**src/rtl/mips_mc_ctrl.sv**
```systemverilog
`default_nettype none
// ============================================================================
// mips_mc_ctrl : multi-cycle IF/ID/EX/MEM/WB main controller for the MIPS core
// Optional retire counter enabled by defining MC_RETIRE_CNT_EN.
// Revision: 1.0
// ============================================================================
module mips_mc_ctrl #(
   parameter logic [4:0] RA_IDX = 5'd31,
   parameter int         CNT_W  = 32
) (
   input  logic             clk,
   input  logic             reset,
   input  logic             run,
   input  logic [5:0]       op,
   input  logic [5:0]       funct,
   input  logic             zero,
   output logic             pc_we,
   output logic [1:0]       pc_sel,
   output logic             ir_we,
   output logic             rf_we,
   output logic [1:0]       rf_a3_sel,
   output logic [1:0]       rf_wd_sel,
   output logic [1:0]       ext_op,
   output logic             alu_b_sel,
   output logic [2:0]       alu_op,
   output logic             dm_we,
   output logic [2:0]       state,
   output logic             illegal,
   output logic [CNT_W-1:0] retire_cnt
);

   typedef enum logic [2:0] {
      S_IF  = 3'd0,
      S_ID  = 3'd1,
      S_EX  = 3'd2,
      S_MEM = 3'd3,
      S_WB  = 3'd4
   } state_t;

   localparam logic [5:0] OP_RTYPE = 6'h00;
   localparam logic [5:0] OP_JAL   = 6'h03;
   localparam logic [5:0] OP_BEQ   = 6'h04;
   localparam logic [5:0] OP_ORI   = 6'h0d;
   localparam logic [5:0] OP_LUI   = 6'h0f;
   localparam logic [5:0] OP_LW    = 6'h23;
   localparam logic [5:0] OP_SW    = 6'h2b;
   localparam logic [5:0] FN_NOP   = 6'h00;
   localparam logic [5:0] FN_JR    = 6'h08;
   localparam logic [5:0] FN_ADDU  = 6'h21;
   localparam logic [5:0] FN_SUBU  = 6'h23;

   state_t state_q, state_d;
   logic   retire;

   logic is_r, is_addu, is_subu, is_jr, is_nop;
   logic is_jal, is_beq, is_ori, is_lui, is_lw, is_sw, to_ex;

   assign is_r    = (op == OP_RTYPE);
   assign is_addu = is_r && (funct == FN_ADDU);
   assign is_subu = is_r && (funct == FN_SUBU);
   assign is_jr   = is_r && (funct == FN_JR);
   assign is_nop  = is_r && (funct == FN_NOP);
   assign is_jal  = (op == OP_JAL);
   assign is_beq  = (op == OP_BEQ);
   assign is_ori  = (op == OP_ORI);
   assign is_lui  = (op == OP_LUI);
   assign is_lw   = (op == OP_LW);
   assign is_sw   = (op == OP_SW);
   assign to_ex   = is_addu | is_subu | is_ori | is_lui | is_lw | is_sw | is_beq;

   // ALU/extender controls held for the whole EX..WB span of an instruction
   logic [2:0] alu_h;
   logic [1:0] ext_h;
   logic       b_h;

   always_comb begin
      alu_h = 3'd0;
      ext_h = 2'd0;
      b_h   = 1'b0;
      if (is_subu) begin
         alu_h = 3'd1;
      end else if (is_ori) begin
         ext_h = 2'd0; b_h = 1'b1; alu_h = 3'd2;
      end else if (is_lui) begin
         ext_h = 2'd2; b_h = 1'b1; alu_h = 3'd2;
      end else if (is_lw || is_sw) begin
         ext_h = 2'd1; b_h = 1'b1; alu_h = 3'd0;
      end else if (is_beq) begin
         ext_h = 2'd1; alu_h = 3'd1;
      end
   end

   always_ff @(posedge clk or negedge reset) begin
      if (!reset) state_q <= S_IF;
      else        state_q <= state_d;
   end

   always_comb begin
      state_d   = state_q;
      pc_we     = 1'b0;
      pc_sel    = 2'd0;
      ir_we     = 1'b0;
      rf_we     = 1'b0;
      rf_a3_sel = 2'd0;
      rf_wd_sel = 2'd0;
      ext_op    = 2'd0;
      alu_b_sel = 1'b0;
      alu_op    = 3'd0;
      dm_we     = 1'b0;
      illegal   = 1'b0;
      retire    = 1'b0;
      case (state_q)
         S_IF: begin
            if (run) begin
               ir_we   = 1'b1;
               pc_we   = 1'b1;
               state_d = S_ID;
            end
         end
         S_ID: begin
            if (is_jal) begin
               rf_we     = 1'b1;
               rf_a3_sel = 2'd2;
               rf_wd_sel = 2'd2;
               pc_we     = 1'b1;
               pc_sel    = 2'd2;
               retire    = 1'b1;
               state_d   = S_IF;
            end else if (is_jr) begin
               pc_we   = 1'b1;
               pc_sel  = 2'd3;
               retire  = 1'b1;
               state_d = S_IF;
            end else if (is_nop) begin
               retire  = 1'b1;
               state_d = S_IF;
            end else if (to_ex) begin
               state_d = S_EX;
            end else begin
               illegal = 1'b1;
               retire  = 1'b1;
               state_d = S_IF;
            end
         end
         S_EX: begin
            alu_op    = alu_h;
            ext_op    = ext_h;
            alu_b_sel = b_h;
            if (is_beq) begin
               pc_we   = zero;
               pc_sel  = 2'd1;
               retire  = 1'b1;
               state_d = S_IF;
            end else if (is_lw || is_sw) begin
               state_d = S_MEM;
            end else begin
               state_d = S_WB;
            end
         end
         S_MEM: begin
            alu_op    = alu_h;
            ext_op    = ext_h;
            alu_b_sel = b_h;
            if (is_sw) begin
               dm_we   = 1'b1;
               retire  = 1'b1;
               state_d = S_IF;
            end else begin
               state_d = S_WB;
            end
         end
         S_WB: begin
            alu_op    = alu_h;
            ext_op    = ext_h;
            alu_b_sel = b_h;
            rf_we     = 1'b1;
            rf_a3_sel = is_r  ? 2'd1 : 2'd0;
            rf_wd_sel = is_lw ? 2'd1 : 2'd0;
            retire    = 1'b1;
            state_d   = S_IF;
         end
         default: state_d = S_IF;
      endcase
      // Held in reset: nothing may be written while the datapath is being cleared
      if (!reset) begin
         pc_we     = 1'b0;
         pc_sel    = 2'd0;
         ir_we     = 1'b0;
         rf_we     = 1'b0;
         rf_a3_sel = 2'd0;
         rf_wd_sel = 2'd0;
         ext_op    = 2'd0;
         alu_b_sel = 1'b0;
         alu_op    = 3'd0;
         dm_we     = 1'b0;
         illegal   = 1'b0;
         retire    = 1'b0;
      end
   end

   assign state = state_q;

`ifdef MC_RETIRE_CNT_EN
   logic [CNT_W-1:0] cnt_q;

   always_ff @(posedge clk or negedge reset) begin
      if (!reset)      cnt_q <= '0;
      else if (retire) cnt_q <= cnt_q + 1'b1;
   end

   assign retire_cnt = cnt_q;

   logic unused_ok;
   assign unused_ok = ^RA_IDX;
`else
   assign retire_cnt = '0;

   logic unused_ok;
   assign unused_ok = ^{RA_IDX, retire};
`endif

endmodule
`default_nettype wire

```
**config.mk**
```make
export PLATFORM = sky130hd
export DESIGN_NAME = mips_mc_ctrl
export DESIGN_NICKNAME = d
export VERILOG_FILES = /design/src/rtl/mips_mc_ctrl.sv
export SDC_FILE = /design/constraint.sdc
export NUM_CORES = 1
export LEC_CHECK = 0
export ABC_AREA = 1
export BUFFER_PORTS_ARGS = -buffer_cell sky130_fd_sc_hd__buf_2
export CAP_MARGIN = 40
export CORE_MARGIN = 5
export CORE_UTILIZATION = 25
export CTS_CLUSTER_DIAMETER = 80
export DETAILED_ROUTE_END_ITERATION = 6
export SETUP_SLACK_MARGIN = 0.5
export SYNTH_ARGS = -nofsm -noshare
export SYNTH_HDL_FRONTEND = slang
export SYNTH_SLANG_ARGS = --single-unit
export TNS_END_PERCENT = 50
```
**constraint.sdc**
```tcl
create_clock -name clk -period 1.2 [get_ports clk]
set_input_delay 0.18 -clock clk [delete_from_list [all_inputs] [get_ports clk]]
set_output_delay 0.18 -clock clk [all_outputs]
set_load 0.05 [all_outputs]
```
======== Word level (Yosys, flattened, before mapping) ========
Index checks and enable logic that the tools add are counted.
word-level totals
  bits in registers ....................... 3
  output and inout port bits .............. 52
  word-level logic and storage cells ...... 90
cells by class
  eq/ne operators ......................... 14
  multiplexer cells ....................... 60
  bitwise operators ....................... 6
  reductions and logical operators ........ 9
operators with widths
  cell                count
  $mux 2              18
  $mux 1              30
  $eq 6x6->1 const B  4
  $eq 6x4->1 const B  3
  $mux 3              6
  $logic_not 6->1     2
  $pmux 2 s2          3
  $pmux 3 s4          1
  $eq 3x2->1 const B  2
  $eq 6x2->1 const B  1
  $eq 6x3->1 const B  1
  $or 1x1->1          6
  $logic_and 1x1->1   4
  $eq 3x1->1 const B  1
  $eq 3x3->1 const B  1
  $logic_not 3->1     1
  $pmux 1 s3          1
  $reduce_or 3->1     1
  $ne 2x2->1 const B  1
  $pmux 1 s2          1
  $logic_or 1x1->1    1

======== Depth between registers and ports, before layout ========
Gate-level depths: netlist of run 1.
  word-level depth ........................ 14
  depth in mapped cells ................... 9

======== Worst setup path before layout of run 1 ========
OpenSTA, ideal clock, no wires.
  path kind ............................... reg2out
  start ................................... reg state_q[0] (netlist: state[0])
  end ..................................... out rf_we
  arrival time ............................ 2382 ps
  setup slack ............................. -1362 ps
  stages on the path, launching flop included .. 4
  path through ............................ dfrtp_1 nand2_1 nor4_2 nand2b_1
on the way
  longest elaborated chain between the ends .. 3
  elaborated cells between the ends (all ways) .. 4
  those cells by class .................... eq/ne: 2; mux: 2
RTL lines
  element                                   line  source
  start, declared                           52    state_t state_q, state_d;
  start signal, assigned                    95    else state_q <= state_d;
  $eq 3x3->1 or $eq 3x1->1 (tied branches)  112   case (state_q)
  $pmux 1 s2 (*)                            112
  $mux 1 (*)                                185   if (!reset) begin
  end, declared                             20    output logic rf_we,
Mark *: on every way between the ends. The rest lies on a longest branch, timed or not.

======== Worst setup path in the final report of run 1 ========
  start ................................... reg state_q[2] (netlist: state[2])
  end ..................................... out ext_op[1]
on the way
  longest elaborated chain between the ends .. 4
  elaborated cells between the ends (all ways) .. 6
  those cells by class .................... eq/ne: 3; mux: 2; reduce/logical: 1
RTL lines
  element                                   line  source
  $eq 3x2->1 or $eq 3x3->1 (tied branches)  112
  $reduce_or 3->1 (no line) (*)             n/a
  $mux 2 (*)                                112
  $mux 2 (*)                                185
  end, declared                             23    output logic [1:0] ext_op,
Marks and branches as above.

==> results of run 1 <==
## kinds of logic (layout without fill, tap and decap cells)
logic type / count (synthesis) / after routing / synth area share [%]
and+or+nand+nor: 72 / 72 / 45.0
AOI/OAI and AO/OA: 7 / 7 / 5.32
buffers and inverters: 54 / 84 / 40.1
other: 1 / 33 / 0.455
DFF: 3 / 3 / 9.12
## metrics by stage
step | hold slack [ns] | util, % | cell area, um2
after global routing | 0.186 | 45.6 | 1420
after floorplan | -0.116 | - | 1030
after CTS | 0.178 | 43.9 | 1360
after global placement | 0.113 | 37.9 | 1180
final | 0.176 | 45.6 | 1420
after detailed placement | 0.114 | 37.9 | 1180
## worst min-delay path, delay by kind of cell
family,cells,cell delay [ns]
AO/OA/AOI/OAI,1,0.05
buffers and inverters,2,0.14
## worst paths after layout
path | start | endpoint | slack, ns | cells after the start
max in group asynchronous | reset | state[2]$_DFFE_PN0P_ | 0.57 | 3
min in group asynchronous | reset | state[0]$_DFFE_PN0P_ | 0.46 | 3
min reg2reg | state[2]$_DFFE_PN0P_ | state[2]$_DFFE_PN0P_ | 0.76 | 3
max reg2reg | state[1]$_DFFE_PN0P_ | state[1]$_DFFE_PN0P_ | -0.02 | 10
min | run | state[0]$_DFFE_PN0P_ | 0.18 | 3
max | state[2]$_DFFE_PN0P_ | ext_op[1] | -0.51 | 6
## cell usage in the layout (no fill, tap or decap), types with 2 or more instances in the layout
cell	netlist	layout
inv_2	3	6
nand2_1	21	19
buf_4	34	24
nand3b_1	2	2
buf_8	0	4
nor2_1	21	14
a21oi_4	0	2
nor2_4	2	5
buf_6	0	13
nand2_2	1	2
clkbuf_4	0	4
conb_1	1	33
nor2_2	3	7
nand3_2	0	2
buf_2	0	17
inv_1	17	14
nor3_4	0	2
nand3_1	12	9
nor3b_4	1	2
dfrtp_2	0	2
## power breakdown
part | switching, W | internal [W]
Clock | 0.0000606 | 0.000125
Sequential | 0.0000409 | 0.000129
Combinational | 0.000713 | 0.000345
Total | 0.000815 | 0.000599
## timing repair
item | 4_1_cts | 5_1_grt
hold buffers | 1 | 0
setup endpoints to repair | 22 | 22
pin swaps | 3 | 2
endpoints found under the hold margin | 3 | 0
buffers inserted | 1 | 1
gates resized for setup | 45 | 12
## routing by layer
| layer | global-route usage (%) | share of wire (%) | up-vias | routed length, um |
|---|---|---|---|---|
| met1 | 12.3 | 38 | 407 | 922 |
| met3 | 2.83 | 9.9 | 2 | 241 |
| met4 | 2.28 | 0.61 | 0 | 15 |
| met2 | 18.2 | 52 | 49 | 1260 |
| li1 | - | - | 477 | - |
| met5 | 0 | 0 | - | 0 |
## cell type report
type                    instances  share of cell area, %
multi-input cells             112                   48.7
repair buffers                 60                   34.5
flip-flops and latches          3                   5.74
inverters                      20                   5.30
well taps                      44                   3.89
clock buffers                   4                   1.86
## cell usage after synthesis
library cell and instances:
inv_2 3, nand2_1 21, nand3b_1 2, dfrtp_1 3
nor4_2 1, nor2_4 2, nor2_2 3, nor2_1 21
a21boi_2 1, o21ai_0 1, nor3b_4 1, nand2b_1 1
nand2_2 1, buf_4 34, nand3_1 12, o21a_1 1
nor3_1 3, and2_1 1, inv_1 17, nor4_1 1
a21oi_1 4, nor3b_2 2, conb_1 1
==> summary.md, run 1 <==
| Metric | Value |
|---|---|
| Die X | 67.4 um |
| N_diodes | 0 |
| Syn_area_per_cell | 6.01 um2 |
| Cell Chain, Critical Path | inv_2 -> nand2_4 -> a21boi_4 -> nor3b_4 -> and2_4 -> buf_8 |
| Hold Vio Cnt, Final | 0 |
| # Max-Cap Violations | 0 |
| Layout cells sized above 1 | 51.3% |
| Initial antenna violation count | 0 |
| Fin worst setup slack | -0.512 ns |
| Violated checks | negative setup slack |
| Port Buffers | 34 |
| GRT Total Usage | 10.3% |
| Pin count of the biggest net entering global routing | 7 |
| Crit path max-delay family | flip-flops |
| # rows | 20 |
| Total Die Area | 0.00454 mm2 |
| Syn Inst Count | 137 |
| Non-Filler Instances | 243 |
| Overall routed net length | 2440 um |
| NumNets Final | 216 |
| DR iter-0 viols | 32 |
| GP Congestion | 0.778 |
| CTS root buf | clkbuf_4 |
| Top cell type's share of synthesized area | 31.0% |
| Grt ovf | 0 |
| Setup violations, final | 18 |
| Drt via density | 3.85 |
| Vias | 935 |
| Crit path required time | 1.02 ns |
| Startpoint Class | register |
| Number of CTS-inserted buffers | 3 |
| Chip Height | 67.4 um |
| HP Class | in2reg |
| Clock Skew | 0.000621 ns |
| Crit path kind | reg2out |
| Netlist Area Pre-Place | 823 um2 |
| Clk sinks | 3 |
| Count of different cell masters after synthesis | 23 |
| Number of top-level pins | 68 |
| WL/cell | 10.0 um |
| Crit end category | output port |
| Cell type with the largest total area after synthesis | buf_4 |
| Vias in the first global route | 872 |
| Period utilization | 143% |
| Pre-CTS WS | -0.359 ns |
| Largest register FFs | 3 |
| Period minus WS final | 1.71 ns |
| Post-DP HPWL | 1960 um |
| Power density cells | 998 mW/mm2 |
| H-tree levels | 1 |
| Filler cells | 339 |
| Critical path buffers and inverters | 2 |
| Post-Place Cells | 236 |
| Status | complete, but fails checks |
| DRC Markers | 0 |
| Area of the multi-input gates | 689 um2 |
| Number of antenna-violating nets in the routed design | 0 |
| First-pass GRT wire length | 3640 um |
| P&R area growth vs syn | 72.0% |
| Register Area | 81.3 um2 |
| Pleak | 0.754 nW |
| Initial Util | 26.5% |
| Critical path fanouts, max | 4 |
| Pins over their slew limit | 0 |
| Peak supply drop | 0.368 mV |
| TritonCTS clock tree | done |
| CP arrival | 1.53 ns |
| CTS max path bufs | 2 |
| Max Freq | 584 MHz |
| YS warnings | 0 |
| RSZ-0062 raised after global routing | yes |
| Setup TNS | -6.99 ns |
| Slowest cell on crit path | dfrtp_4 |
| Seq/Total Area, Yosys | 9.12% |
| Pwr Total | 0.00141 W |
| FF+latch count, synth | 3 |
| Core ar. | 0.00310 mm2 |
| Max incr delay on CP | 0.50 ns |
| DRT Pass-1 Iters | 5 |
| Worst skew pair latency | 0.24 ns |
| Clock slew at reported path FFs | 0.04 ns |
| Synth top area cells | buf_4, nand2_1, nor2_1 |
Note: power is estimated with default switching activity, not from simulation.
==> run 2: changes to the inputs <==
--- a/config.mk
+++ b/config.mk
@@ -13,6 +13,7 @@
 export CTS_CLUSTER_DIAMETER = 80
 export DETAILED_ROUTE_END_ITERATION = 6
 export SETUP_SLACK_MARGIN = 0.5
+export SKIP_CTS_REPAIR_TIMING = 1
 export SYNTH_ARGS = -nofsm -noshare
 export SYNTH_HDL_FRONTEND = slang
 export SYNTH_SLANG_ARGS = --single-unit
==> summary.md, run 2 (same netlist as run 1, synthesis figures left out) <==
| Metric | Value |
|---|---|
| Status | complete, but fails checks |
| Violated checks | negative setup slack |
| Metal-1 WL | 923 um |
| Worst skew pair latency | 0.24 ns |
| Worst r2r src | state[1]$_DFFE_PN0P_ |
| Max incr delay on CP | 0.51 ns |
| Vias in the first global route | 809 |
| Peak supply drop | 0.389 mV |
| Most frequent cells in the layout | conb_1, buf_4, nand2_1 |
| WL/cell | 10.0 um |
| Port Buffers | 34 |
| Final core occ | 44.8% |
| R2r setup slk | -0.08 ns |
| First-pass GRT wire length | 3290 um |
| Pin count of the biggest net entering global routing | 7 |
| CP arrival | 1.54 ns |
| Initial antenna violation count | 0 |
| Register Area | 81.3 um2 |
| CTS max path bufs | 2 |
| Worst r2r path cells | 10 |
| Cell Chain, Critical Path | inv_4 -> nand2_4 -> a21boi_4 -> nor3b_4 -> and2_4 -> buf_8 |
| NumNets Final | 214 |
| Commonest non-fill, non-tap cell in the layout | conb_1 |
| CTS root buf | clkbuf_4 |
| Drt via density | 3.81 |
| Filler cells | 335 |
| Number of antenna-violating nets in the routed design | 0 |
| HP Class | in2reg |
| Number of CTS-inserted buffers | 3 |
| Vias | 918 |
| Hold Path End | state[0]$_DFFE_PN0P_ |
| Overall routed net length | 2410 um |
| Critical path fanouts, max | 4 |
| Min-Delay Startpoint | run |
| Clock Skew | 0.000142 ns |
| DRT Pass-1 Iters | 4 |
| DRC Markers | 0 |
| Crit path required time | 1.02 ns |
| # Max-Cap Violations | 0 |
| Fin worst setup slack | -0.519 ns |
| Period minus WS final | 1.72 ns |
| Core ar. | 0.00310 mm2 |
| Period utilization | 143% |
| Clock slew at reported path FFs | 0.04 ns |
| Critical path buffers and inverters | 2 |
| H-tree levels | 1 |
| Pins over their slew limit | 0 |
| Setup TNS | -7.09 ns |
| RSZ-0062 raised after global routing | yes |
| Setup violations, final | 18 |
| Post-DP HPWL | 1960 um |
| Clk sinks | 3 |
| Largest register FFs | 3 |
| Crit path kind | reg2out |
| DR iter-0 viols | 33 |
| Chip Height | 67.4 um |
| Pleak | 0.736 nW |
| Crit end category | output port |
| GP Congestion | 0.778 |
| TritonCTS clock tree | done |
| N_diodes | 0 |
| Total Die Area | 0.00454 mm2 |
| Slowest cell on crit path | dfrtp_4 |
| Startpoint Class | register |
| RR Endpoint | state[1]$_DFFE_PN0P_ |
| Area of the multi-input gates | 688 um2 |
| Met2 routed WL | 1240 um |
| P&R area growth vs syn | 69.0% |
| Hold Crit Depth | 3 |
| Max Freq | 582 MHz |
| Hold Vio Cnt, Final | 0 |
| Die X | 67.4 um |
| Top Layer Used | met3 |
| # rows | 20 |
| Layout cells sized above 1 | 50.3% |
| Number of top-level pins | 68 |
| GRT Total Usage | 9.24% |
| Crit path max-delay family | flip-flops |
| WL met3 | 249 um |
| Power density cells | 1020 mW/mm2 |
| CP startpoint | state[2]$_DFFE_PN0P_ |
| Grt ovf | 0 |
| Initial Util | 26.5% |
-- run 2: changes by cell type in the layout (fill, tap and decap cells not counted), sizes merged --
cell,delta
buf,-2
-- run 2: how the worst max path moves through the flow --
stage                           end  slack [ns]  cells past startpoint
after floorplan           ext_op[1]       -0.73                      5
after global placement        pc_we       -0.36                      9
after detailed placement      pc_we       -0.36                      9
after CTS                     pc_we       -0.60                      6
after global routing      ext_op[1]       -0.60                      6
final                     ext_op[1]       -0.52                      6
-- run 2: worst reg2reg max path: cells and delay by family (launching register included) --
kind / cells / cell delay, ns
flops: 1 / 0.44
simple gates: 6 / 0.42
buf+inv: 4 / 0.35
-- run 2: power by group --
group	internal, W	total [W]	leakage, nW	switching (W)
combinational	0.000346	0.00106	0.685	0.000712
clock	0.000125	0.000185	0.0150	0.0000596
sequential	0.000129	0.000178	0.0352	0.0000489
total	0.000600	0.00142	0.736	0.000821
-- run 2: layout make-up --
type | instances | share of cell area (%)
flip-flops and latches | 3 | 5.85
inverters | 20 | 5.58
clock buffers | 4 | 1.89
multi-input cells | 112 | 49.5
well taps | 44 | 3.96
repair buffers | 58 | 33.3
-- run 2: per-layer routing --
metal	GRT usage, %	vias to the layer above
li1	-	476
met4	2.28	0
met3	2.66	0
met2	15.1	43
met1	11.9	399
met5	0	-
-- run 2: stage by stage --
step	setup slack (ns)	power, W	instances	instance area (um2)	hold slack (ns)
CTS	-0.595	0.00125	240	1200	-0.135
global placement	-0.363	0.00106	236	1180	0.113
detailed placement	-0.359	0.00106	236	1180	0.114
global route	-0.597	0.00151	241	1390	0.186
finish	-0.519	0.00142	241	1390	0.178
floorplan	-0.731	0.000876	169	1030	-0.116
==> run 3: changes to the inputs <==
--- a/config.mk
+++ b/config.mk
@@ -12,6 +12,7 @@
 export CORE_UTILIZATION = 25
 export CTS_CLUSTER_DIAMETER = 80
 export DETAILED_ROUTE_END_ITERATION = 6
+export PLACE_DENSITY = 0.62
 export SETUP_SLACK_MARGIN = 0.5
 export SKIP_CTS_REPAIR_TIMING = 1
 export SYNTH_ARGS = -nofsm -noshare
==> constraint.sdc (replaced) <==
create_clock -name clk -period 1.2 [get_ports clk]
set_input_delay 0.18 -clock clk [delete_from_list [all_inputs] [get_ports clk]]
set_output_delay 0.18 -clock clk [all_outputs]
set_load 0.01 [all_outputs]
==> summary.md, run 3 (same netlist as run 1, synthesis figures left out) <==
| Metric | Value |
|---|---|
| # rows | 20 |
| NumNets Final | 212 |
| Met2 usage | 15.5% |
| Number of antenna-violating nets in the routed design | 0 |
| Total Die Area | 0.00454 mm2 |
| HP Class | in2async |
| CP startpoint | state[1]$_DFFE_PN0P_ |
| TritonCTS clock tree | done |
| Pin count of the biggest net entering global routing | 7 |
| Pwr Total | 0.000973 W |
| Chip Height | 67.4 um |
| Clock Skew | 0.0135 ns |
| Number of top-level pins | 68 |
| Fin worst setup slack | -0.425 ns |
| WHS | -0.271 ns |
| Startpoint Class | register |
| Clk sinks | 3 |
| # Max-Cap Violations | 0 |
| Setup violations, final | 17 |
| Cell Chain, Critical Path | inv_1 -> nand2_2 -> buf_4 -> nor4_4 -> buf_4 -> buf_2 |
| RSZ-0062 raised after global routing | yes |
| First-pass GRT wire length | 3210 um |
| Port Buffers | 34 |
| Violated checks | negative hold slack, negative setup slack |
| Core ar. | 0.00310 mm2 |
| DRT Pass-1 Iters | 4 |
| P&R area growth vs syn | 45.6% |
| Layout cells sized above 1 | 45.6% |
| Worst skew pair latency | 0.25 ns |
| Vias | 894 |
| H-tree levels | 1 |
| Initial antenna violation count | 0 |
| Period utilization | 135% |
| Dpl cell area | 0.00112 mm2 |
| GP Congestion | 0.811 |
| Most frequent cells in the layout | conb_1, buf_2, buf_4 |
| Crit end category | output port |
| Critical path fanouts, max | 6 |
| Vias in the first global route | 771 |
| Clock slew at reported path FFs | 0.05 ns |
| CP dominant cell by count | buf_4 |
| Worst r2r src | state[1]$_DFFE_PN0P_ |
| CTS root buf | clkbuf_4 |
| Drt via density | 3.74 |
| Max incr delay on CP | 0.45 ns |
| R2r setup slk | -0.07 ns |
| Number of CTS-inserted buffers | 3 |
| Slowest cell on crit path | dfrtp_2 |
| GR Util met1 | 11.4% |
| Crit path required time | 1.02 ns |
| Crit path kind | reg2out |
| DRC Markers | 0 |
| Design area | 0.00120 mm2 |
| Power density cells | 812 mW/mm2 |
| Pins over their slew limit | 0 |
| Period minus WS final | 1.62 ns |
| N_diodes | 0 |
| Grt ovf | 0 |
| CP arrival | 1.44 ns |
| GRT Total Usage | 9.21% |
| RR Endpoint | state[1]$_DFFE_PN0P_ |
| Worst r2r path cells | 10 |
| Overall routed net length | 2260 um |
| CTS max path bufs | 2 |
| Die X | 67.4 um |
| DR iter-0 viols | 45 |
| Largest register FFs | 3 |
| Grt met3 use | 1.33% |
| Initial Util | 26.5% |
| Post-DP HPWL | 1970 um |
| WL/cell | 9.44 um |
| Peak supply drop | 0.280 mV |
| Pleak | 0.703 nW |
| Pre-CTS WS | -0.200 ns |
| Hold Vio Cnt, Final | 1 |
| GRT Max-Usage Layer | met2 |
| Status | complete, but fails checks |
| Max Freq | 616 MHz |
[run 3: cell types whose count changed in the layout (fill, tap and decap cells not counted), sizes merged]
cell,before,now
buf,56,55
clkbuf,5,4
[run 3: power breakdown]
part / switching (W) / internal (W)
sequential: 0.0000460 / 0.000127
clock: 0.0000696 / 0.000126
combinational: 0.000341 / 0.000263
[run 3: area by class of cell]
type | count | area, um2
fill | 364 | 1900
multi-input combinational | 112 | 619
timing repair buffer | 56 | 344
sequential | 3 | 78.8
inverter | 20 | 75.1
tap | 44 | 55.1
clock buffer | 4 | 26.3
[run 3: metrics by stage]
step                util [%]  std cells  TNS (ns)
floorplan                  -        169    -0.588
global placement        36.2        234     -2.14
detailed placement      36.2        234     -2.14
CTS                     37.0        238     -5.81
global route            38.6        239     -6.93
finish                  38.6        239     -5.54
[run 3: per-layer routing]
| layer | up-vias | routed length [um] | part of all wire, % |
|---|---|---|---|
| li1 | 473 | - | - |
| met1 | 377 | 973 | 43 |
| met2 | 42 | 1010 | 45 |
| met3 | 2 | 255 | 11 |
| met4 | 0 | 19 | 0.84 |
| met5 | - | 0 | 0 |
[run 3: how the worst max path moves through the flow]
stage | slack [ns] | end | depth (start not counted)
finish | -0.42 | rf_a3_sel[1] | 6
global route | -0.50 | alu_op[0] | 5
CTS | -0.45 | rf_a3_sel[1] | 6
detailed placement | -0.20 | illegal | 8
global placement | -0.24 | illegal | 8
floorplan | -0.15 | ext_op[1] | 5
[run 3: critical path, delay by kind of cell (launching register included)]
kind,cells,cell delay [ns]
buf+inv,4,0.48
flops,1,0.45
simple gates,2,0.26
